==> config.mk <==
export PLATFORM = sky130hd
export DESIGN_NAME = uart_rx_ctrl
export DESIGN_NICKNAME = d
export VERILOG_FILES = /design/src/rtl/uart_pkg.sv /design/src/rtl/bit_sync2.sv /design/src/rtl/uart_rx_ctrl.sv
export SDC_FILE = /design/constraint.sdc
export NUM_CORES = 1
export LEC_CHECK = 0
export ABC_AREA = 1
export ABC_CLOCK_PERIOD_IN_PS = 1200
export CAP_MARGIN = 20
export CORE_MARGIN = 1.5
export CORE_UTILIZATION = 35
export CTS_CLUSTER_DIAMETER = 30
export DETAILED_ROUTE_END_ITERATION = 6
export HOLD_SLACK_MARGIN = 0.1
export PLACE_DENSITY = 0.53
export SLEW_MARGIN = 20
export SYNTH_ARGS = -nofsm -noshare
export SYNTH_HDL_FRONTEND = slang
export SYNTH_SLANG_ARGS = --single-unit
==> constraint.sdc <==
create_clock -name clk -period 1.2 [get_ports clk]
set_input_delay 0.36 -clock clk [delete_from_list [all_inputs] [get_ports clk]]
set_output_delay 0.36 -clock clk [all_outputs]
set_load 0.05 [all_outputs]
==> src/rtl/uart_pkg.sv <==
// uart_pkg: shared receive-FSM state type, default frame geometry and a counter-width helper.
package uart_pkg;

  localparam int UART_DEF_M   = 8;
  localparam int UART_DEF_OVS = 4;

  typedef enum logic [2:0] {
    IDLE,
    START,
    DATA,
    PARITY,
    STOP,
    BREAK
  } rx_state_t;

  // Width needed to count 0..n-1, never narrower than one bit.
  function automatic int cnt_width(input int n);
    return (n > 2) ? $clog2(n) : 1;
  endfunction

endpackage

==> src/rtl/bit_sync2.sv <==
// bit_sync2: two-flop synchronizer for an idle-high asynchronous line; both stages reset to 1.
module bit_sync2 (
  input  logic clk,
  input  logic rst_n,
  input  logic d,
  output logic q
);

  logic meta_q;
  logic sync_q;

  // NOTE: state flops use non-blocking assignments so every flop samples pre-edge values.
  always_ff @(posedge clk or negedge rst_n) begin
    if (!rst_n) begin
      meta_q <= 1'b1;
      sync_q <= 1'b1;
    end else begin
      meta_q <= d;
      sync_q <= meta_q;
    end
  end

  assign q = sync_q;

endmodule

==> src/rtl/uart_rx_ctrl.sv <==
// uart_rx_ctrl: FSM-sequenced UART frame receiver with a one-entry valid/ready holding register.
// Define UART_RX_PARITY_EN to add an even-parity bit check and the parity_err pulse output.
module uart_rx_ctrl
  import uart_pkg::*;
#(
  parameter int M   = UART_DEF_M,
  parameter int OVS = UART_DEF_OVS
) (
  input  logic         clk,
  input  logic         reset,
  input  logic         bit_in,
  output logic [M-1:0] byte_out,
  output logic         valid_out,
  input  logic         ready_in,
  output logic         frame_err,
  output logic         overrun,
`ifdef UART_RX_PARITY_EN
  output logic         parity_err,
`endif
  output logic         busy
);

  localparam int CW = cnt_width(OVS);
  localparam int IW = cnt_width(M);
  localparam logic [CW-1:0] CNT_MID  = CW'(OVS / 2 - 1);
  localparam logic [CW-1:0] CNT_LAST = CW'(OVS - 1);
  localparam logic [IW-1:0] IDX_LAST = IW'(M - 1);

  logic            rx_s;
  logic            discard;
  rx_state_t       state_q, state_d;
  logic [CW-1:0]   cnt_q, cnt_d;
  logic [IW-1:0]   idx_q, idx_d;
  logic [M-1:0]    shift_q, shift_d;
  logic [M-1:0]    byte_q, byte_d;
  logic            valid_q, valid_d;
  logic            ferr_q, ferr_d;
  logic            ovr_q, ovr_d;
`ifdef UART_RX_PARITY_EN
  logic            perr_q, perr_d;
  logic            pbad_q, pbad_d;

  assign discard = pbad_q;
`else
  assign discard = 1'b0;
`endif

  bit_sync2 u_sync (
    .clk   (clk),
    .rst_n (reset),
    .d     (bit_in),
    .q     (rx_s)
  );

  always_comb begin
    // NOTE: every signal gets a default before the case so no path can infer a latch.
    state_d = state_q;
    cnt_d   = (state_q == IDLE) ? '0 : cnt_q + CW'(1);
    idx_d   = idx_q;
    shift_d = shift_q;
    byte_d  = byte_q;
    valid_d = valid_q && !ready_in;
    ferr_d  = 1'b0;
    ovr_d   = 1'b0;
`ifdef UART_RX_PARITY_EN
    perr_d  = 1'b0;
    pbad_d  = pbad_q;
`endif

    case (state_q)
      IDLE: if (!rx_s) state_d = START;
      START: if (cnt_q == CNT_MID) begin
        cnt_d   = '0;
        idx_d   = '0;
        state_d = rx_s ? IDLE : DATA;
      end
      DATA: if (cnt_q == CNT_LAST) begin
        cnt_d   = '0;
        shift_d = (shift_q >> 1) | (M'(rx_s) << (M - 1));
        idx_d   = idx_q + IW'(1);
`ifdef UART_RX_PARITY_EN
        if (idx_q == IDX_LAST) state_d = PARITY;
`else
        if (idx_q == IDX_LAST) state_d = STOP;
`endif
      end
`ifdef UART_RX_PARITY_EN
      PARITY: if (cnt_q == CNT_LAST) begin
        cnt_d   = '0;
        state_d = STOP;
        if (^{shift_q, rx_s}) begin
          perr_d = 1'b1;
          pbad_d = 1'b1;
        end
      end
`endif
      STOP: if (cnt_q == CNT_LAST) begin
        cnt_d = '0;
`ifdef UART_RX_PARITY_EN
        pbad_d = 1'b0;
`endif
        if (rx_s) begin
          state_d = IDLE;
          // A full register is only overwritten when it is being consumed this very cycle.
          if (!discard) begin
            if (valid_q && !ready_in) begin
              ovr_d = 1'b1;
            end else begin
              byte_d  = shift_q;
              valid_d = 1'b1;
            end
          end
        end else begin
          ferr_d  = 1'b1;
          state_d = BREAK;
        end
      end
      BREAK: if (rx_s) state_d = IDLE;
      default: state_d = IDLE;
    endcase

    if (state_d != state_q) cnt_d = '0;
  end

  always_ff @(posedge clk or negedge reset) begin
    if (!reset) begin
      state_q <= IDLE;
      cnt_q   <= '0;
      idx_q   <= '0;
      shift_q <= '0;
      byte_q  <= '0;
      valid_q <= 1'b0;
      ferr_q  <= 1'b0;
      ovr_q   <= 1'b0;
`ifdef UART_RX_PARITY_EN
      perr_q  <= 1'b0;
      pbad_q  <= 1'b0;
`endif
    end else begin
      state_q <= state_d;
      cnt_q   <= cnt_d;
      idx_q   <= idx_d;
      shift_q <= shift_d;
      byte_q  <= byte_d;
      valid_q <= valid_d;
      ferr_q  <= ferr_d;
      ovr_q   <= ovr_d;
`ifdef UART_RX_PARITY_EN
      perr_q  <= perr_d;
      pbad_q  <= pbad_d;
`endif
    end
  end

  assign byte_out  = byte_q;
  assign valid_out = valid_q;
  assign frame_err = ferr_q;
  assign overrun   = ovr_q;
  assign busy      = (state_q != IDLE);
`ifdef UART_RX_PARITY_EN
  assign parity_err = perr_q;
`endif

endmodule
==> results.md, run 1 <==
- Ranked by instance count, the synthesized netlist is headed by nand2_1 (34), dfrtp_1 (27), inv_1 (16), nor2_1 (13), o21ai_0 (12).
- For this design, the slowest cell found on the critical path is dfrtp_1.
- The sequential area share after synthesis is 55.0%.
- The via count is 1073.
- The die is 64.5 um tall.
- Once layout is complete, the cells apart from fillers number 240.
- The largest net degree at the start of global routing is 19.
- The worst setup slack after placement is -0.233 ns.
- The net count after synthesis is 149.
- The worst path required time is 0.84 ns.
- The floorplan step defined a die boundary enclosing 4160 um^2.
- The number of enable-type register cells in the synthesized netlist is 0.
- In this run the cell area of the synthesized design comes to 1330 um^2.
- In this run, post-CTS hold repair placed 0 buffers.
- The checks that failed: setup timing.
- The initial antenna violation count came to 0.
- The first-pass GRT wire length is 4420 um.
- The net total in the final layout is 200.
- For this run, design rule violations remaining after detail routing come to 0.
- In this run the number of H-tree levels came out at 2.
- STA puts the critical path data arrival time at 1.07 ns.
- Ranked by total cell area, the synthesized netlist is headed by dfrtp_1 (51%), nand2_1 (9.6%), o21ai_0 (4.5%).
- The fraction of layout cells with a size suffix above 1 is 43.2%.
- The nature of the critical path startpoint is a flop.
- Global routing consumed, on the met3 layer, 5.38% of the routing resources.
- The DRC violation total after the first TritonRoute iteration is 23.
- Measured against its own limit, the worst slew margin works out to 82.7%.
- In this run the remaining antenna-violating nets after routing total 0.
- The synthesized design spends more area on one cell type than any other, namely dfrtp_1.
- The worst-case clock buffer depth is 2.
- The die width is 64.5 um.
- The number of maximum-capacitance violations is 0.
- The number of buffers added on ports is 15.
- During synthesis, Yosys emitted a total of 0 warnings.
- Setup violations remaining at the end of the flow were counted as 28.
- Global routing used 14.1% of the available tracks across all layers.
- The repair_antennas step left the layout with diodes totalling 0.
- The area growth from synthesis to layout is 56.0%.
- The leftover overflow at the end of global routing is 0.
- After filler insertion, the fill cell instance count of the layout stands at 303.
- The met1 capacity usage during global routing is 17.6%.
- The number of placed instances, taps included, is 215.
- Counting both buffers and inverters, the worst setup path holds a total of 2.
- In this run the power density over the cells is 1560 nW/um^2.
- Dividing the final minimum period by the clock period gives 119%.
- Setup repair after global routing could not meet its margin everywhere.
- The post-synthesis cell type count is 25.
- The effective utilization at floorplan is 36.2%.
- The number of vias per cell is 4.47.
- The run finished, with violations left.
- The least setup slack across all paths after layout is -0.228 ns.
- Synthesis inferred 29 register bits.
- The estimated wirelength of the detail-placed design is 1830 um.
- In the final routed layout, each cell accounts on average for 11.2 um.
- Summed over all cells, the static leakage comes to 0.959 nW.
- TritonCTS built the clock tree.
- The number of I/O pins is 16.
- The via count of the first global-routing pass is 1021.
- The routability congestion estimate is 0.831.
- The synthesized design devotes to its leading area cell type 51.0% of total area.
- The fraction of registers with async set or reset after synthesis is 100%.
- The reg-to-reg setup timing slack is -0.16 ns.
- The number of hold violations in the final report is 0.
- The average instance in the mapped netlist occupies 9.40 um^2.
- The maximum clock rate is 700 MHz.
- The tightest min-delay check is of the reg -> reg type.
- The kind of cell with the highest combined delay along the critical path is flip-flops.
- The tree is rooted in a clkbuf_8.
- On the final layout, the worst clock skew is 0.00409 ns.
- For this design, the sink count on the clock tree is 29.
- The met2 capacity usage during global routing is 21.6%.
- For the finished layout, the period the worst path requires is 1.43 ns.
- The floorplan has 22 rows.
- The largest single stage delay on the critical path is 0.44 ns.
- The signal on the critical path passes through inv_2 > nand2_2 > buf_12.
- After technology mapping, the gate count stands at 141.
- Summed over all layers, the routed wires come to 2690 um.
- The total CTS buffers is 5.
- Among all flip-flop cells after synthesis, the most frequent one is dfrtp_1.
- The actual slew at the worst max-slew pin is 0.259 ns.
- The later-pin clock latency in the skew report is 0.28 ns.
- Along the worst path, the maximum fanout reaches 5.
- The core region is 3660 um^2.
- The most frequently used cell type in the post-synthesis netlist is nand2_1.
- The max-slew violation count is 0.
- The worst setup path is captured at a primary output.
- met2 is the most crowded layer.
- Before antenna repair, the detailed router went through 4 iterations.
- The clock slew at the register clock pins of the worst setup and hold paths is 0.05 ns.
- The worst setup path category is reg -> out.
- The largest voltage drop on the vdd net is 0.640 mV.
[per-layer routing]
layer	share of wire, %	routed length, um	up-vias
met2	50	1360	15
met1	44	1190	500
met5	0	0	-
met4	1.9	50	0
li1	-	-	552
met3	3.6	96	6
[cells in the final DEF (no fill, tap or decap), drive strengths merged, types with 3 or more instances in the layout]
| master | instances |
|---|---|
| nand3b | 3 |
| nand2 | 35 |
| ha | 4 |
| clkdlybuf4s50 | 3 |
| nand3 | 7 |
| clkbuf | 7 |
| o21ai | 14 |
| inv | 17 |
| a21oi | 6 |
| buf | 42 |
| nor2 | 20 |
| dfrtp | 27 |
[sequential cells by signal (all words and copies together), names as in the netlist, 2 cells and up]
signal    cells
state_q       3
cnt_q         2
shift_q       8
byte_out      8
idx_q         3
[worst paths after layout]
| kind | start | endpoint | cells past startpoint |
|---|---|---|---|
| setup / recovery | state_q[2] | busy | 3 |
| hold / removal | u_sync.meta_q | u_sync.q | 0 |
| setup reg to reg | state_q[0] | shift_q[1] | 7 |
| hold reg to reg | u_sync.meta_q | u_sync.q | 0 |
| max in group asynchronous | reset | state_q[1] | 2 |
| min in group asynchronous | reset | shift_q[5] | 2 |
[metrics by stage]
stage                     util (%)  power (W)  hold WS (ns)  cell area, um^2  setup TNS (ns)
after CTS                     51.9    0.00303         0.355             1900           -3.56
after detailed placement      47.8    0.00214         0.347             1750           -2.85
after global placement        47.8    0.00211         0.346             1750           -2.48
after global routing          56.5    0.00340         0.363             2070           -5.34
after floorplan                  -    0.00173        0.0644             1350          -0.150
final                         56.5    0.00323         0.354             2070           -2.93
[power breakdown]
group,total (W),switching (W),internal [W]
Combinational,0.00132,0.000703,0.000622
Clock,0.000774,0.000321,0.000453
Sequential,0.00113,0.0000741,0.00106
[repair_timing]
item | 4_1_cts | 5_1_grt
buffers inserted | 7 | 9
endpoints found under the setup margin | 32 | 35
gates cloned | 1 | 1
gates resized for setup | 2 | 21
pin swaps | 6 | 11
[final cells by class]
cell class              instances  area (um^2)  area share, %
inverters                      17         63.8           3.09
clock buffers                   7         86.3           4.18
multi-input cells              94          614           29.7
flip-flops and latches         29          732           35.4
repair buffers                 45          510           24.7
well taps                      48         60.1           2.91
[logic make-up (layout without fill, tap and decap cells)]
family / count (synthesis) / count (layout) / share of synthesized area, %
compound gates: 21 / 21 / 8.69
fa+ha+maj: 4 / 4 / 3.78
buf+inv: 19 / 69 / 6.52
flops: 29 / 29 / 55.0
simple gates: 68 / 69 / 26.1
Note: power is estimated with default switching activity, not from simulation.
==> inputs of run 2 (changes only) <==
--- a/config.mk
+++ b/config.mk
@@ -10,7 +10,7 @@
 export CAP_MARGIN = 20
 export CORE_MARGIN = 1.5
 export CORE_UTILIZATION = 35
-export CTS_CLUSTER_DIAMETER = 30
+export CTS_CLUSTER_DIAMETER = 150
 export DETAILED_ROUTE_END_ITERATION = 6
 export HOLD_SLACK_MARGIN = 0.1
 export PLACE_DENSITY = 0.53
==> results of run 2 <==
Final layout, timing and power as in run 1 (identical DEF).
==> inputs of run 3 (changes only) <==
--- a/config.mk
+++ b/config.mk
@@ -8,7 +8,6 @@
 export ABC_AREA = 1
 export ABC_CLOCK_PERIOD_IN_PS = 1200
 export CAP_MARGIN = 20
-export CORE_MARGIN = 1.5
 export CORE_UTILIZATION = 35
 export CTS_CLUSTER_DIAMETER = 150
 export DETAILED_ROUTE_END_ITERATION = 6
==> results.md, run 3 (synthesized netlist as in run 1, its figures left out) <==
- The flow ran to the end, but the final reports show violations.
- The checks that failed: setup timing.
- The via count of the first global-routing pass came to 1119.
- The die width is 63.5 um.
- The height of the chip is 63.5 um.
- On the critical path the largest part of the delay comes from flip-flops.
- The buffer cell driving the clock tree root is clkbuf_8.
- The met2 capacity usage during global routing is 26.7%.
- The aggregate routed wire length is 2720 um.
- The later-pin clock latency in the skew report is 0.28 ns.
- Counting the buffers created by CTS gives 5.
- The kind of end point of the critical path is a primary output.
- The first global-routing pass estimated 4830 um of wire.
- Total power for the finished layout comes to 0.00335 W.
- The nature of the critical path startpoint is a flop.
- The static power due to leakage is 0.935 nW.
- After global routing the overflow that remains totals 0.
- After clock tree synthesis, the flow added hold-fix buffers numbering 0.
- The largest voltage drop on the vdd net is 1.03 mV.
- The area of all placed cells without fillers is 2020 um^2.
- TritonCTS built the clock tree.
- The final critical path time including I/O delays and setup is 1.46 ns.
- The number of search-and-repair iterations in the first detailed-routing pass is 4.
- Static timing analysis puts the maximum clock frequency at 687 MHz.
- Setup repair after global routing could not meet its margin everywhere.
- The cell type of the slowest stage on the worst timing path is dfrtp_1.
- The first routing iteration left 43 violations.
- Across the run, the number of max-cap violations was 0.
- For the pin with the worst max-slew slack, the measured transition is 0.262 ns.
- The number of hold violations in the final report is 0.
- Once routing completed, OpenROAD measured the worst setup slack at -0.256 ns.
- The data arrival at the endpoint of the critical path is 1.10 ns.
- Once detail routing completed, the nets flagged for antenna violations numbered 0.
- The final setup violation count is 35.
- The core region area is 3470 um^2.
- Dividing the detail-routed via count by the number of cells gives 4.64.
- The worst path required time is 0.84 ns.
- The total negative slack for setup checks is -3.52 ns.
- The number of buffers added on ports is 15.
- During I/O placement, the number of pins put on the boundary was 16.
- In this run the core area contains 21 standard-cell rows.
- The placement-stage cell area is 1730 um^2.
- The clock slew at the register clock pins of the worst setup and hold paths is 0.06 ns.
- The fraction of layout cells with a size suffix above 1 is 39.5%.
- The via count is 1072.
- The commonest non-fill, non-tap cell in the layout is nand2_1.
- The worst setup slack after placement is -0.245 ns.
- The met3 track demand over resource in global routing is 7.25%.
- The congestion estimate from routability-driven global placement came to 0.856.
- The average detailed-routed wire length per instance is 11.8 um.
- The signal on the critical path passes through inv_2 > nand2_4 > buf_12.
- In this run the worst path has a maximum fanout of 6.
- Once the floorplan was initialized, standard cells occupied 38.2% of the core.
- The net total in the final layout is 192.
- In the global route stage, met1 resource usage came out at 17.7%.
- The tightest min-delay check is of the reg -> reg type.
- The worst slew margin relative to its limit is 82.5%.
- Clock skew on the completed layout was measured at 0.00543 ns.
- The max-slew violation count is 0.
- The die covers 4040 um^2.
- On the worst path, the slowest cell contributes a delay of 0.44 ns.
- Summed over all nets, the half-perimeter wirelength after detailed placement is 1830 um.
- The worst setup path category is reg -> out.
- The antenna diode count is 0.
- The clock sink count is 29.
- Dividing total power by cell area gives a power density of 1660 nW/um^2.
- The library cells used most frequently in the layout, excluding fill and tap cells, are nand2_1 (32), dfrtp_1 (24), buf_4 (18), inv_1 (13), buf_12 (12).
- Counting both buffers and inverters, the worst setup path holds a total of 2.
- In this run the number of H-tree levels came out at 2.
- The layer flagged by global routing as most heavily used is met2.
- The finished layout holds 231 standard cells, fillers aside.
- The all-layer global routing usage is 16.1%.
- The part of the cycle the worst path needs is 121%.
- Relative to the synthesized area, the layout overhead comes to 52.5%.
- Counting along the longest clock path gives a buffer depth of 2.
- Entering global routing, the biggest net connects 19 pins.
- Counting tap cells, the placed design contains a total of 210 instances.
- After detailed routing, the number of remaining DRC violations is 0.
- The initial antenna violation count is 0.
run 3: cell type report:
| cell class | count | area, um^2 |
|---|---|---|
| Tap cell | 46 | 57.6 |
| Clock buffer | 7 | 86.3 |
| Fill cell | 306 | 1450 |
| Inverter | 17 | 63.8 |
| Clock inverter | 1 | 30.0 |
| Multi-Input combinational cell | 94 | 601 |
| Sequential cell | 29 | 732 |
| Timing Repair Buffer | 37 | 450 |
run 3: per-layer routing:
layer  vias to the layer above  wire length [um]
li1                        535                 -
met1                       508              1190
met2                        21              1310
met3                         8               157
met4                         0                55
met5                         -                 0
run 3: final timing paths:
check	slack [ns]	startpoint	to	depth (start not counted)
max in group asynchronous	0.55	reset	valid_out	2
min in group asynchronous	0.41	reset	shift_q[7]	2
hold / removal	0.36	u_sync.meta_q	u_sync.q	0
setup reg to reg	-0.20	state_q[0]	byte_out[3]	5
setup / recovery	-0.26	state_q[2]	busy	3
hold reg to reg	0.36	u_sync.meta_q	u_sync.q	0
run 3: per-stage QoR:
| stage | hold slack (ns) | util, % |
|---|---|---|
| 3_3_place_gp | 0.346 | 49.7 |
| 2_1_floorplan | 0.0644 | - |
| 4_1_cts | 0.357 | 55.4 |
| 5_1_grt | 0.367 | 58.3 |
| 3_5_place_dp | 0.348 | 49.7 |
| 6_report | 0.358 | 58.3 |
run 3: where the power goes:
part,internal (W),total [W],switching [W]
clock,0.000676,0.00103,0.000354
combinational,0.000525,0.00118,0.000659
sequential,0.00106,0.00114,0.0000795
total,0.00226,0.00335,0.00109
run 3: repair_timing:
item / 4_1_cts / 5_1_grt
gates cloned: 1 / 0
resized for setup: 7 / 16
pin swaps: 9 / 7
buffers inserted: 6 / 7
endpoints found under the setup margin: 32 / 37
